<file path="src/rtl/vga_rx_monitor_if.sv">
// Monitored VGA link as seen on the wire: pixel clock, syncs and colour.
// The source drives it through master; the monitor samples it through slave.
interface vga_rx_monitor_if;
    logic       vga_clk;
    logic       vga_hs;
    logic       vga_vs;
    logic [7:0] vga_r;
    logic [7:0] vga_g;
    logic [7:0] vga_b;

    modport master (output vga_clk, vga_hs, vga_vs, vga_r, vga_g, vga_b);
    modport slave  (input  vga_clk, vga_hs, vga_vs, vga_r, vga_g, vga_b);
endinterface

</file>
<file path="src/rtl/vga_rx_monitor.sv">
// Passive VGA timing monitor: measures line/frame geometry in the CLOCK_50 domain,
// locks onto the expected format, flags timing errors and captures one probed pixel.
module vga_rx_monitor #(
    parameter int H_TOTAL = 800,
    parameter int V_TOTAL = 525,
    parameter int H_SYNC  = 97,
    parameter int TIMEOUT = 64
) (
    input  logic            CLOCK_50,
    input  logic            reset,
    vga_rx_monitor_if.slave link,
    input  logic [9:0]      probe_x,
    input  logic [9:0]      probe_y,
    input  logic            clear_err,
    output logic            locked,
    output logic [10:0]     h_cnt,
    output logic [9:0]      v_cnt,
    output logic [10:0]     line_len,
    output logic [9:0]      frame_lines,
    output logic [9:0]      hs_width,
    output logic [15:0]     frame_count,
    output logic            err_line,
    output logic            err_frame,
    output logic            clk_lost,
    output logic [23:0]     probe_rgb,
    output logic            probe_valid,
    output logic [1:0]      state_dbg,
    output logic            hs_width_nominal
);
    typedef enum logic [1:0] {SEARCH = 2'd0, MEASURE = 2'd1, LOCKED = 2'd2} state_t;
    localparam int TW = $clog2(TIMEOUT + 1);

    logic [26:0]   sync1, sync2;
    logic          clk_d, clk_s, hs_s, vs_s;
    logic [23:0]   rgb_s;
    logic          pix_tick, hs_prev, vs_prev, hs_rise, hs_fall, vs_rise;
    logic [10:0]   h_inc, h_next;
    logic [9:0]    v_inc, v_next, hs_wcnt;
    logic          line_bad, frame_short, timeout_hit, probe_hit;
    logic [TW-1:0] tcnt;
    state_t        state, state_next;
    logic          lines_ok, lines_ok_next, exempt, exempt_next;
    logic          frame_bad, frame_bad_next, prev_bad, prev_bad_next, bad_now;
    logic          set_err_line, set_err_frame, count_frame;

    // All link bits share one two-stage synchroniser so they stay aligned.
    always_ff @(posedge CLOCK_50 or posedge reset) begin
        if (reset) begin
            sync1 <= '0;
            sync2 <= '0;
            clk_d <= 1'b0;
        end else begin
            sync1 <= {link.vga_clk, link.vga_hs, link.vga_vs, link.vga_r, link.vga_g, link.vga_b};
            sync2 <= sync1;
            clk_d <= sync2[26];
        end
    end

    assign clk_s    = sync2[26];
    assign hs_s     = sync2[25];
    assign vs_s     = sync2[24];
    assign rgb_s    = sync2[23:0];
    assign pix_tick = clk_s & ~clk_d;
    assign hs_rise  = pix_tick & hs_s & ~hs_prev;
    assign hs_fall  = pix_tick & ~hs_s & hs_prev;
    assign vs_rise  = pix_tick & vs_s & ~vs_prev;

    assign h_inc       = (h_cnt == 11'h7FF) ? h_cnt : h_cnt + 11'd1;
    assign v_inc       = (v_cnt == 10'h3FF) ? v_cnt : v_cnt + 10'd1;
    assign h_next      = hs_rise ? 11'd0 : h_inc;
    assign v_next      = vs_rise ? 10'd0 : (hs_rise ? v_inc : v_cnt);
    assign line_bad    = hs_rise && (h_inc != 11'(H_TOTAL));
    assign frame_short = (v_inc != 10'(V_TOTAL));
    assign timeout_hit = !pix_tick && (tcnt == TW'(TIMEOUT - 1));
    assign probe_hit   = pix_tick && (state == LOCKED) &&
                         (h_next == {1'b0, probe_x}) && (v_next == probe_y);

    // A coincident HS rise at the VS tick closes the last line of the ending frame.
    always_comb begin
        state_next     = state;
        lines_ok_next  = lines_ok;
        exempt_next    = exempt;
        frame_bad_next = frame_bad;
        prev_bad_next  = prev_bad;
        bad_now        = 1'b0;
        set_err_line   = 1'b0;
        set_err_frame  = 1'b0;
        count_frame    = 1'b0;
        if (timeout_hit) begin
            state_next = SEARCH;
        end else begin
            unique case (state)
                SEARCH: begin
                    if (vs_rise) begin
                        state_next    = MEASURE;
                        lines_ok_next = 1'b1;
                        exempt_next   = 1'b1;
                    end
                end
                MEASURE: begin
                    if (vs_rise) begin
                        if (lines_ok && !(line_bad && !exempt) && !frame_short) begin
                            state_next     = LOCKED;
                            frame_bad_next = 1'b0;
                            prev_bad_next  = 1'b0;
                        end else begin
                            lines_ok_next = 1'b1;
                            exempt_next   = 1'b1;
                        end
                    end else if (hs_rise) begin
                        if (exempt) exempt_next = 1'b0;
                        else if (line_bad) lines_ok_next = 1'b0;
                    end
                end
                LOCKED: begin
                    set_err_line = line_bad;
                    if (vs_rise) begin
                        count_frame    = 1'b1;
                        set_err_frame  = frame_short;
                        bad_now        = frame_bad | line_bad | frame_short;
                        if (bad_now && prev_bad) state_next = SEARCH;
                        prev_bad_next  = bad_now;
                        frame_bad_next = 1'b0;
                    end else if (line_bad) begin
                        frame_bad_next = 1'b1;
                    end
                end
                default: state_next = SEARCH;
            endcase
        end
    end

    always_ff @(posedge CLOCK_50 or posedge reset) begin
        if (reset) begin
            state     <= SEARCH;
            lines_ok  <= 1'b0;
            exempt    <= 1'b0;
            frame_bad <= 1'b0;
            prev_bad  <= 1'b0;
        end else begin
            state     <= state_next;
            lines_ok  <= lines_ok_next;
            exempt    <= exempt_next;
            frame_bad <= frame_bad_next;
            prev_bad  <= prev_bad_next;
        end
    end

    // probe_valid is a one-cycle strobe with no ready: take probe_rgb while it is high;
    // probe_rgb then holds until the next capture.
    always_ff @(posedge CLOCK_50 or posedge reset) begin
        if (reset) begin
            hs_prev     <= 1'b0;
            vs_prev     <= 1'b0;
            h_cnt       <= '0;
            v_cnt       <= '0;
            line_len    <= '0;
            frame_lines <= '0;
            hs_width    <= '0;
            hs_wcnt     <= '0;
            tcnt        <= '0;
            frame_count <= '0;
            err_line    <= 1'b0;
            err_frame   <= 1'b0;
            clk_lost    <= 1'b0;
            probe_rgb   <= '0;
            probe_valid <= 1'b0;
        end else begin
            if (pix_tick) tcnt <= '0;
            else if (tcnt != TW'(TIMEOUT)) tcnt <= tcnt + 1'b1;

            if (timeout_hit) begin
                h_cnt <= '0;
                v_cnt <= '0;
            end else if (pix_tick) begin
                hs_prev <= hs_s;
                vs_prev <= vs_s;
                h_cnt   <= h_next;
                v_cnt   <= v_next;
                if (hs_rise) line_len <= h_inc;
                if (vs_rise) frame_lines <= v_inc;
                if (hs_fall) begin
                    hs_width <= hs_wcnt;
                    hs_wcnt  <= '0;
                end else if (hs_s && hs_wcnt != 10'h3FF) begin
                    hs_wcnt <= hs_wcnt + 10'd1;
                end
            end

            if (count_frame) frame_count <= frame_count + 16'd1;

            if (set_err_line) err_line <= 1'b1;
            else if (clear_err) err_line <= 1'b0;
            if (set_err_frame) err_frame <= 1'b1;
            else if (clear_err) err_frame <= 1'b0;
            if (timeout_hit) clk_lost <= 1'b1;
            else if (clear_err) clk_lost <= 1'b0;

            probe_valid <= probe_hit;
            if (probe_hit) probe_rgb <= rgb_s;
        end
    end

    assign locked           = (state == LOCKED);
    assign state_dbg        = state;
    assign hs_width_nominal = (hs_width == 10'(H_SYNC));
endmodule

</file>
<file path="src/flat_wrapper.sv">
// flat-port wrapper written by rule: the top's interface ports become plain ports
module vga_rx_monitor_flat 
#(
    parameter int H_TOTAL = 800,
    parameter int V_TOTAL = 525,
    parameter int H_SYNC  = 97,
    parameter int TIMEOUT = 64
)
  (CLOCK_50, reset, probe_x, probe_y, clear_err, locked, h_cnt, v_cnt, line_len, frame_lines, hs_width, frame_count, err_line, err_frame, clk_lost, probe_rgb, probe_valid, state_dbg, hs_width_nominal, link_vga_clk, link_vga_hs, link_vga_vs, link_vga_r, link_vga_g, link_vga_b);
  vga_rx_monitor_if link_i ();
  input  logic CLOCK_50;
  input  logic reset;
  input  logic [9:0] probe_x;
  input  logic [9:0] probe_y;
  input  logic clear_err;
  output logic locked;
  output logic [10:0] h_cnt;
  output logic [9:0] v_cnt;
  output logic [10:0] line_len;
  output logic [9:0] frame_lines;
  output logic [9:0] hs_width;
  output logic [15:0] frame_count;
  output logic err_line;
  output logic err_frame;
  output logic clk_lost;
  output logic [23:0] probe_rgb;
  output logic probe_valid;
  output logic [1:0] state_dbg;
  output logic hs_width_nominal;
  input wire logic [$bits(link_i.vga_clk)-1:0] link_vga_clk;
  input wire logic [$bits(link_i.vga_hs)-1:0] link_vga_hs;
  input wire logic [$bits(link_i.vga_vs)-1:0] link_vga_vs;
  input wire logic [$bits(link_i.vga_r)-1:0] link_vga_r;
  input wire logic [$bits(link_i.vga_g)-1:0] link_vga_g;
  input wire logic [$bits(link_i.vga_b)-1:0] link_vga_b;
  assign link_i.vga_clk = link_vga_clk;
  assign link_i.vga_hs = link_vga_hs;
  assign link_i.vga_vs = link_vga_vs;
  assign link_i.vga_r = link_vga_r;
  assign link_i.vga_g = link_vga_g;
  assign link_i.vga_b = link_vga_b;
  vga_rx_monitor #(.H_TOTAL(H_TOTAL), .V_TOTAL(V_TOTAL), .H_SYNC(H_SYNC), .TIMEOUT(TIMEOUT)) u_core (.CLOCK_50(CLOCK_50), .reset(reset), .link(link_i), .probe_x(probe_x), .probe_y(probe_y), .clear_err(clear_err), .locked(locked), .h_cnt(h_cnt), .v_cnt(v_cnt), .line_len(line_len), .frame_lines(frame_lines), .hs_width(hs_width), .frame_count(frame_count), .err_line(err_line), .err_frame(err_frame), .clk_lost(clk_lost), .probe_rgb(probe_rgb), .probe_valid(probe_valid), .state_dbg(state_dbg), .hs_width_nominal(hs_width_nominal));
endmodule
</file>
<file path="config.mk">
export PLATFORM = sky130hd
export DESIGN_NAME = vga_rx_monitor_flat
export DESIGN_NICKNAME = d
export VERILOG_FILES = /design/src/rtl/vga_rx_monitor_if.sv /design/src/rtl/vga_rx_monitor.sv /design/src/flat_wrapper.sv
export SDC_FILE = /design/constraint.sdc
export NUM_CORES = 1
export LEC_CHECK = 0
export BUFFER_PORTS_ARGS = -buffer_cell sky130_fd_sc_hd__buf_2
export CAP_MARGIN = 30
export CELL_PAD_IN_SITES_DETAIL_PLACEMENT = 1
export CELL_PAD_IN_SITES_GLOBAL_PLACEMENT = 2
export CORE_MARGIN = 10
export CORE_UTILIZATION = 38
export DETAILED_ROUTE_END_ITERATION = 8
export PLACE_DENSITY_LB_ADDON = 0.05
export SYNTH_ARGS = -nofsm -noshare
export SYNTH_HDL_FRONTEND = slang
export SYNTH_SLANG_ARGS = --single-unit
</file>
<file path="constraint.sdc">
create_clock -name CLOCK_50 -period 16 [get_ports CLOCK_50]
set_input_delay 1.6 -clock CLOCK_50 [delete_from_list [all_inputs] [get_ports CLOCK_50]]
set_output_delay 1.6 -clock CLOCK_50 [all_outputs]
set_load 0.1 [all_outputs]
</file>
==> flow_metrics.py, run 1 <==
metrics = {
    "die": {
        "core_area_mm2": 0.0210,
        "io_pins": 150,
        "row_count": 53,
        "start_util_pct": 38.5,
        "die_y_um": 166,
        "die_w_um": 166,
        "dieArea_mm2": 0.0274,
    },
    "cells_and_area": {
        "nets": 958,
        "nFillCells": 2351,
        "multiInputGateArea_mm2": 0.00343,
        "final_util_pct": 46.7,
        "n_antenna_cell": 0,
        "seq_area_mm2": 0.00440,
        "drive_above_1_share_pct": 26.9,
        "areaGrowthSynthToFinish_pct": 21.4,
    },
    "placement": {
        "place.gp.congestion": 0.900,
        "io_buffer_count": 149,
        "place_hpwl_um": 19100,
    },
    "synthesis": {
        "synth-async-reset-ratio_pct": 100,
        "synth_nets": 809,
        "synth_seq_cells": 176,
        "synth_edf_count": 0,
        "synthCells": 752,
        "synth.most_common_cell": "dfrtp_1",
        "netlist_area_mm2": 0.00806,
        "syn_area_per_cell_um2": 10.7,
        "synthTopCellsByArea": "dfrtp_1 (55%), nand2_1 (4.1%), mux2_4 (3.4%)",
        "yosysWarnings": 0,
        "synth_common_cells": "dfrtp_1 (176), nand2_1 (89), nor2_1 (62), o21ai_0 (48), a21oi_1 (29)",
        "yosysTopAreaCellShare_pct": 54.6,
        "yosysTopAreaCell": "dfrtp_1",
        "synth.distinct_cells": 76,
        "yosysSeqAreaShare_pct": 54.6,
        "synth-main-ff-cell": "dfrtp_1",
    },
    "detailed_routing": {
        "drt_pre_antenna_iters": 4,
        "num_vias": 6491,
        "viasPerCell": 5.46,
        "antenna_left": 0,
        "wl_per_cell_um": 21.9,
        "drt_iter0_drc": 369,
        "route.detailed.drc": 0,
        "finalWirelength_um": 26000,
    },
    "clock_network": {
        "cts_buffers": 17,
        "post_cts_buffers": 0,
        "htree_levels": 4,
        "cts_tree": "yes",
        "clock_latency_ns": 0.44,
        "cts_hold_buffers": 0,
        "path_clk_slew_ns": 0.08,
        "clockBufferDepth": 2,
        "cts_root_buffer": "clkbuf_16",
        "cts.sink_count": 176,
        "cts_resized": 0,
    },
    "critical_path": {
        "worstRegToRegCells": 10,
        "crit_arrival_ns": 4.41,
        "end_kind": "flip-flop",
        "start_kind": "flip-flop",
        "crit_fanout": 24,
        "cp.required_ns": 16.31,
        "critical_path_class": "reg2reg",
    },
    "sta": {
        "hold_viol_final": 0,
        "grt_setup_unrepaired": "false",
        "setup_violations": 0,
        "tightest_slew_ns": 1.03,
        "final_max_slew_viol_count": 0,
        "fin_crit_sh_pct": 25.6,
        "tns_ns": 0,
        "fmax_mhz": 244,
        "clock_skew_ns": 0.0150,
        "relSlewSlack_pct": 30.5,
        "period_needed_ns": 4.10,
    },
    "power_and_ir_drop": {
        "power_mw": 1.23,
        "ir_drop_mv": 0.0798,
        "p_leak_nw": 4.54,
        "power-per-cell-area_mw_per_mm2": 126,
    },
    "flow_run": {
        "max_cap_violations": 0,
    },
    "global_route": {
        "overflow": 0,
        "grt_max_degree": 99,
        "grt_pass1_wl_um": 41700,
        "grt_pass1_vias": 7136,
        "track_usage_pct": 18.7,
        "antenna_found_initial": 0,
    },
    "status": {
        "status": "complete, no violations",
    },
    "hold_path": {
        "worstHoldPathType": "reg2reg",
        "min_delay_path_depth": 0,
    },
}
registers in the layout, summed over array words and instances (netlist names), 2 cells and up:
register and flops:
u_core.sync1 27, u_core.sync2 27, u_core.probe_rgb 24, u_core.frame_count 16
u_core.h_cnt 11, u_core.line_len 11, u_core.frame_lines 10, u_core.hs_wcnt 10
u_core.hs_width 10, u_core.v_cnt 10, u_core.tcnt 7, u_core.state_dbg 2
metrics by stage:
stage          instance area, µm²  cells  setup WS (ns)  hold slack, ns
2_1_floorplan                8060    752           9.63           0.331
3_3_place_gp                 9070   1153          11.57           0.332
3_5_place_dp                 9090   1155          11.47           0.336
4_1_cts                      9730   1187          11.89           0.351
5_1_grt                      9790   1189          11.74           0.355
6_report                     9790   1189          11.90           0.343
critical path, cell delays in order, from the launching register on:
cell      delay, ns
dfrtp_1        0.49
ha_1           0.53
nand4_4        0.30
o31a_4         0.48
xnor2_1        0.24
xnor2_1        0.16
a32o_1         0.28
o221ai_1       0.30
nor4_4         0.35
buf_4          0.43
mux2_1         0.39
cell families after synthesis:
group	Yosys count	synth area share [%]
buffers and inverters	53	2.92
DFF	176	54.6
muxes	43	6.76
AOI/OAI and AO/OA	145	11.8
and+or+nand+nor	289	18.3
xor gates and xnor gates	39	4.50
adders and majority gates	7	1.09
power breakdown:
group / switching (mW) / internal, mW
clock: 0.210 / 0.242
sequential: 0.0341 / 0.477
combinational: 0.207 / 0.0594
total: 0.451 / 0.779
final timing paths:
| path | from | to | slack [ns] |
|---|---|---|---|
| max | u_core.v_cnt[1]$_DFFE_PP0P_ | u_core.probe_rgb[10]$_DFFE_PP0P_ | 11.90 |
| min | u_core.sync1[5]$_DFF_PP0_ | u_core.sync2[5]$_DFF_PP0_ | 0.34 |
| max reg2reg | u_core.v_cnt[1]$_DFFE_PP0P_ | u_core.probe_rgb[10]$_DFFE_PP0P_ | 11.90 |
| min reg2reg | u_core.sync1[5]$_DFF_PP0_ | u_core.sync2[5]$_DFF_PP0_ | 0.34 |
| max in group asynchronous | reset | u_core.probe_rgb[11]$_DFFE_PP0P_ | 13.68 |
| min in group asynchronous | reset | u_core.frame_count[13]$_DFFE_PP0P_ | 1.04 |
layer usage:
layer	up-vias	part of all wire [%]	track usage (%)	routed length (µm)
met2	161	50	30.8	13000
li1	2983	-	-	-
met1	3311	44	24.1	11400
met3	36	4.0	3.22	1040
met4	0	2.2	6.82	574
met5	-	0	0	0
cell usage in the layout, fill, tap and decap left out, drive strengths merged, types with 9 or more instances in the layout:
cell type / n
nand3: 29
nand4: 20
xnor2: 24
xor2: 14
mux2: 38
and3: 9
nor3: 17
o31ai: 9
o21ai: 48
inv: 27
nor2: 63
nand2: 89
a21oi: 29
dfrtp: 176
nand2b: 9
clkbuf: 17
a31oi: 11
buf: 161
nor4: 13
area by class of cell:
class                   instances  area share (%)
clock inverters                15            2.24
inverters                      22           0.895
well taps                     275            3.52
repair buffers                161            8.96
flip-flops and latches        176            45.0
multi-input cells             523            35.0
clock buffers                  17            4.35
Note: power is estimated with default switching activity, not from simulation.
==> run 2: changes to the inputs <==
--- a/config.mk
+++ b/config.mk
@@ -10,7 +10,7 @@
 export CELL_PAD_IN_SITES_DETAIL_PLACEMENT = 1
 export CELL_PAD_IN_SITES_GLOBAL_PLACEMENT = 2
 export CORE_MARGIN = 10
-export CORE_UTILIZATION = 38
+export CORE_UTILIZATION = 36
 export DETAILED_ROUTE_END_ITERATION = 8
 export PLACE_DENSITY_LB_ADDON = 0.05
 export SYNTH_ARGS = -nofsm -noshare
==> constraint.sdc (replaced) <==
create_clock -name CLOCK_50 -period 3.8 [get_ports CLOCK_50]
set_input_delay 0.38 -clock CLOCK_50 [delete_from_list [all_inputs] [get_ports CLOCK_50]]
set_output_delay 0.38 -clock CLOCK_50 [all_outputs]
set_load 0.1 [all_outputs]
==> run 2 against run 1 <==
  * Clock skew grew 0.0016 ns
  * Fmax increased by 14%
  * Critical path depth did not move
  * Sequential share of layout area decreased by 0.34 points
  * Routed wire length fell by 4.4%
==> flow_metrics.py, run 2 (same netlist as run 1, synthesis figures left out) <==
metrics = {
    "sta": {
        "relSlewSlack_pct": 32.7,
        "fmax_mhz": 279,
        "final_max_slew_viol_count": 0,
        "grt_setup_unrepaired": "false",
        "setup_violations": 0,
        "period_needed_ns": 3.58,
        "tightest_slew_ns": 1.01,
        "hold_viol_final": 0,
        "tns_ns": 0,
        "whs_ns": 0.0575,
        "fin_crit_sh_pct": 94.2,
        "clock_skew_ns": 0.0167,
    },
    "cells_and_area": {
        "most-common-layout-cells": "dfrtp_1 (174), buf_2 (149), nand2_1 (89)",
        "areaGrowthSynthToFinish_pct": 22.4,
        "reg.largest.list": "u_core.sync1 (27), u_core.sync2 (27), u_core.probe_rgb (24)",
        "seq_area_mm2": 0.00441,
        "layout.cells.most_common": "dfrtp_1",
        "n_antenna_cell": 0,
        "drive_above_1_share_pct": 28.3,
        "nFillCells": 2447,
        "nets": 972,
        "multiInputGateArea_mm2": 0.00345,
    },
    "die": {
        "die_w_um": 170,
        "io_pins": 150,
        "die_y_um": 170,
        "row_count": 54,
        "core_area_mm2": 0.0220,
        "dieArea_mm2": 0.0288,
        "start_util_pct": 36.7,
    },
    "hold_path": {
        "worstHoldPathType": "in2reg",
    },
    "placement": {
        "io_buffer_count": 149,
        "place_hpwl_um": 18700,
        "place.gp.congestion": 0.885,
    },
    "clock_network": {
        "post_cts_buffers": 0,
        "path_clk_slew_ns": 0.07,
        "cts_root_buffer": "clkbuf_16",
        "clockBufferDepth": 2,
        "htree_levels": 4,
        "cts_buffers": 17,
        "cts_tree": "yes",
        "cts_hold_buffers": 0,
        "cts_resized": 0,
        "clock_latency_ns": 0.43,
        "cts.sink_count": 176,
    },
    "critical_path": {
        "crit_fanout": 24,
        "cp-endpoint": "u_core.probe_rgb[22]$_DFFE_PP0P_",
        "worstRegToRegCells": 10,
        "crit_arrival_ns": 3.88,
        "critical_path_class": "reg2reg",
        "cp-startpoint": "u_core.h_cnt[1]$_DFFE_PP0P_",
        "reg2reg_setup_slack_ns": 0.22,
        "r2r_end": "u_core.probe_rgb[22]$_DFFE_PP0P_",
        "start_kind": "flip-flop",
        "r2r_start": "u_core.h_cnt[1]$_DFFE_PP0P_",
        "cp.required_ns": 4.10,
        "end_kind": "flip-flop",
    },
    "detailed_routing": {
        "num_vias": 6478,
        "wl_per_cell_um": 20.6,
        "viasPerCell": 5.37,
        "drt_pre_antenna_iters": 4,
        "route.detailed.drc": 0,
        "finalWirelength_um": 24800,
        "antenna_left": 0,
        "drt_iter0_drc": 381,
    },
    "power_and_ir_drop": {
        "p_leak_nw": 4.57,
        "seqPwrFrac_pct": 42.0,
        "netSwitchingPower_mw": 1.78,
        "power_switching_share_pct": 34.8,
        "pwr-share-clk_pct": 35.7,
        "p_comb_share_pct": 22.3,
        "power-per-cell-area_mw_per_mm2": 517,
        "intPower_mw": 3.33,
        "ir_drop_mv": 0.473,
        "power_mw": 5.10,
    },
    "global_route": {
        "overflow": 0,
        "grt_pass1_wl_um": 39700,
        "antenna_found_initial": 0,
        "track_usage_pct": 17.6,
        "grt_pass1_vias": 7059,
        "grt_max_degree": 177,
    },
    "status": {
        "status": "complete, no violations",
    },
    "flow_run": {
        "max_cap_violations": 0,
    },
}
[run 2: cell count changes in the layout (fill, tap and decap cells not counted), moves of 2 or more]
cell | before | now
clkinv_8 | 4 | 0
buf_4 | 8 | 24
buf_12 | 0 | 2
clkinvlp_4 | 0 | 3
buf_16 | 2 | 0
dfrtp_2 | 0 | 2
dfrtp_1 | 176 | 174
[run 2: power by group through the flow]
stage | Clock [mW] | Sequential, mW | Combinational (mW)
2_1_floorplan | 0 | 2.68 | 0.347
3_3_place_gp | 0 | 2.17 | 1.14
3_5_place_dp | 0 | 2.18 | 1.15
4_1_cts | 1.87 | 2.15 | 1.15
5_1_grt | 1.96 | 2.17 | 1.22
6_report | 1.82 | 2.14 | 1.14
[run 2: how the worst min path moves through the flow]
stage	from	endpoint	slack [ns]	cells past startpoint
floorplan	u_core.sync1[0]$_DFF_PP0_	u_core.sync2[0]$_DFF_PP0_	0.33	0
global placement	u_core.sync1[11]$_DFF_PP0_	u_core.sync2[11]$_DFF_PP0_	0.33	0
detailed placement	u_core.sync1[3]$_DFF_PP0_	u_core.sync2[3]$_DFF_PP0_	0.34	0
CTS	link_vga_g[1]	u_core.sync1[9]$_DFF_PP0_	0.03	1
global route	link_vga_g[1]	u_core.sync1[9]$_DFF_PP0_	0.03	1
finish	link_vga_vs	u_core.sync1[24]$_DFF_PP0_	0.06	1
[run 2: layout make-up]
type / instances / area share [%]
Clock buffer: 18 / 4.35
Clock inverter: 13 / 1.83
Tap cell: 280 / 3.55
Multi-Input combinational cell: 523 / 34.9
Inverter: 22 / 0.875
Timing Repair Buffer: 175 / 9.79
Sequential cell: 176 / 44.7
[run 2: worst max-delay path, cell delays in order (launching register included)]
cell	delay [ns]
dfrtp_1	0.46
ha_1	0.31
nand4_1	0.17
nor2_1	0.17
and4_1	0.28
or3_1	0.34
o41ai_1	0.55
nand4b_1	0.24
nor4_4	0.31
buf_12	0.26
mux2_2	0.36
[run 2: through the flow]
stage                     cell area, µm²  std cells  setup slack, ns  util [%]
final                               9870       1207            0.219      44.9
after global routing                9870       1207          0.00209      44.9
after CTS                           9850       1207            0.223      44.9
after detailed placement            9250       1176            0.271      42.1
after global placement              9240       1175            0.321      42.1
after floorplan                     8080        752           0.0561         -
[run 2: routing by layer]
metal / track usage [%] / part of all wire [%] / up-vias
met5: 0 / 0 / -
met4: 5.07 / 1.5 / 0
met3: 4.40 / 5.1 / 26
met2: 29.7 / 50 / 171
met1: 21.7 / 44 / 3269
li1: - / - / 3012
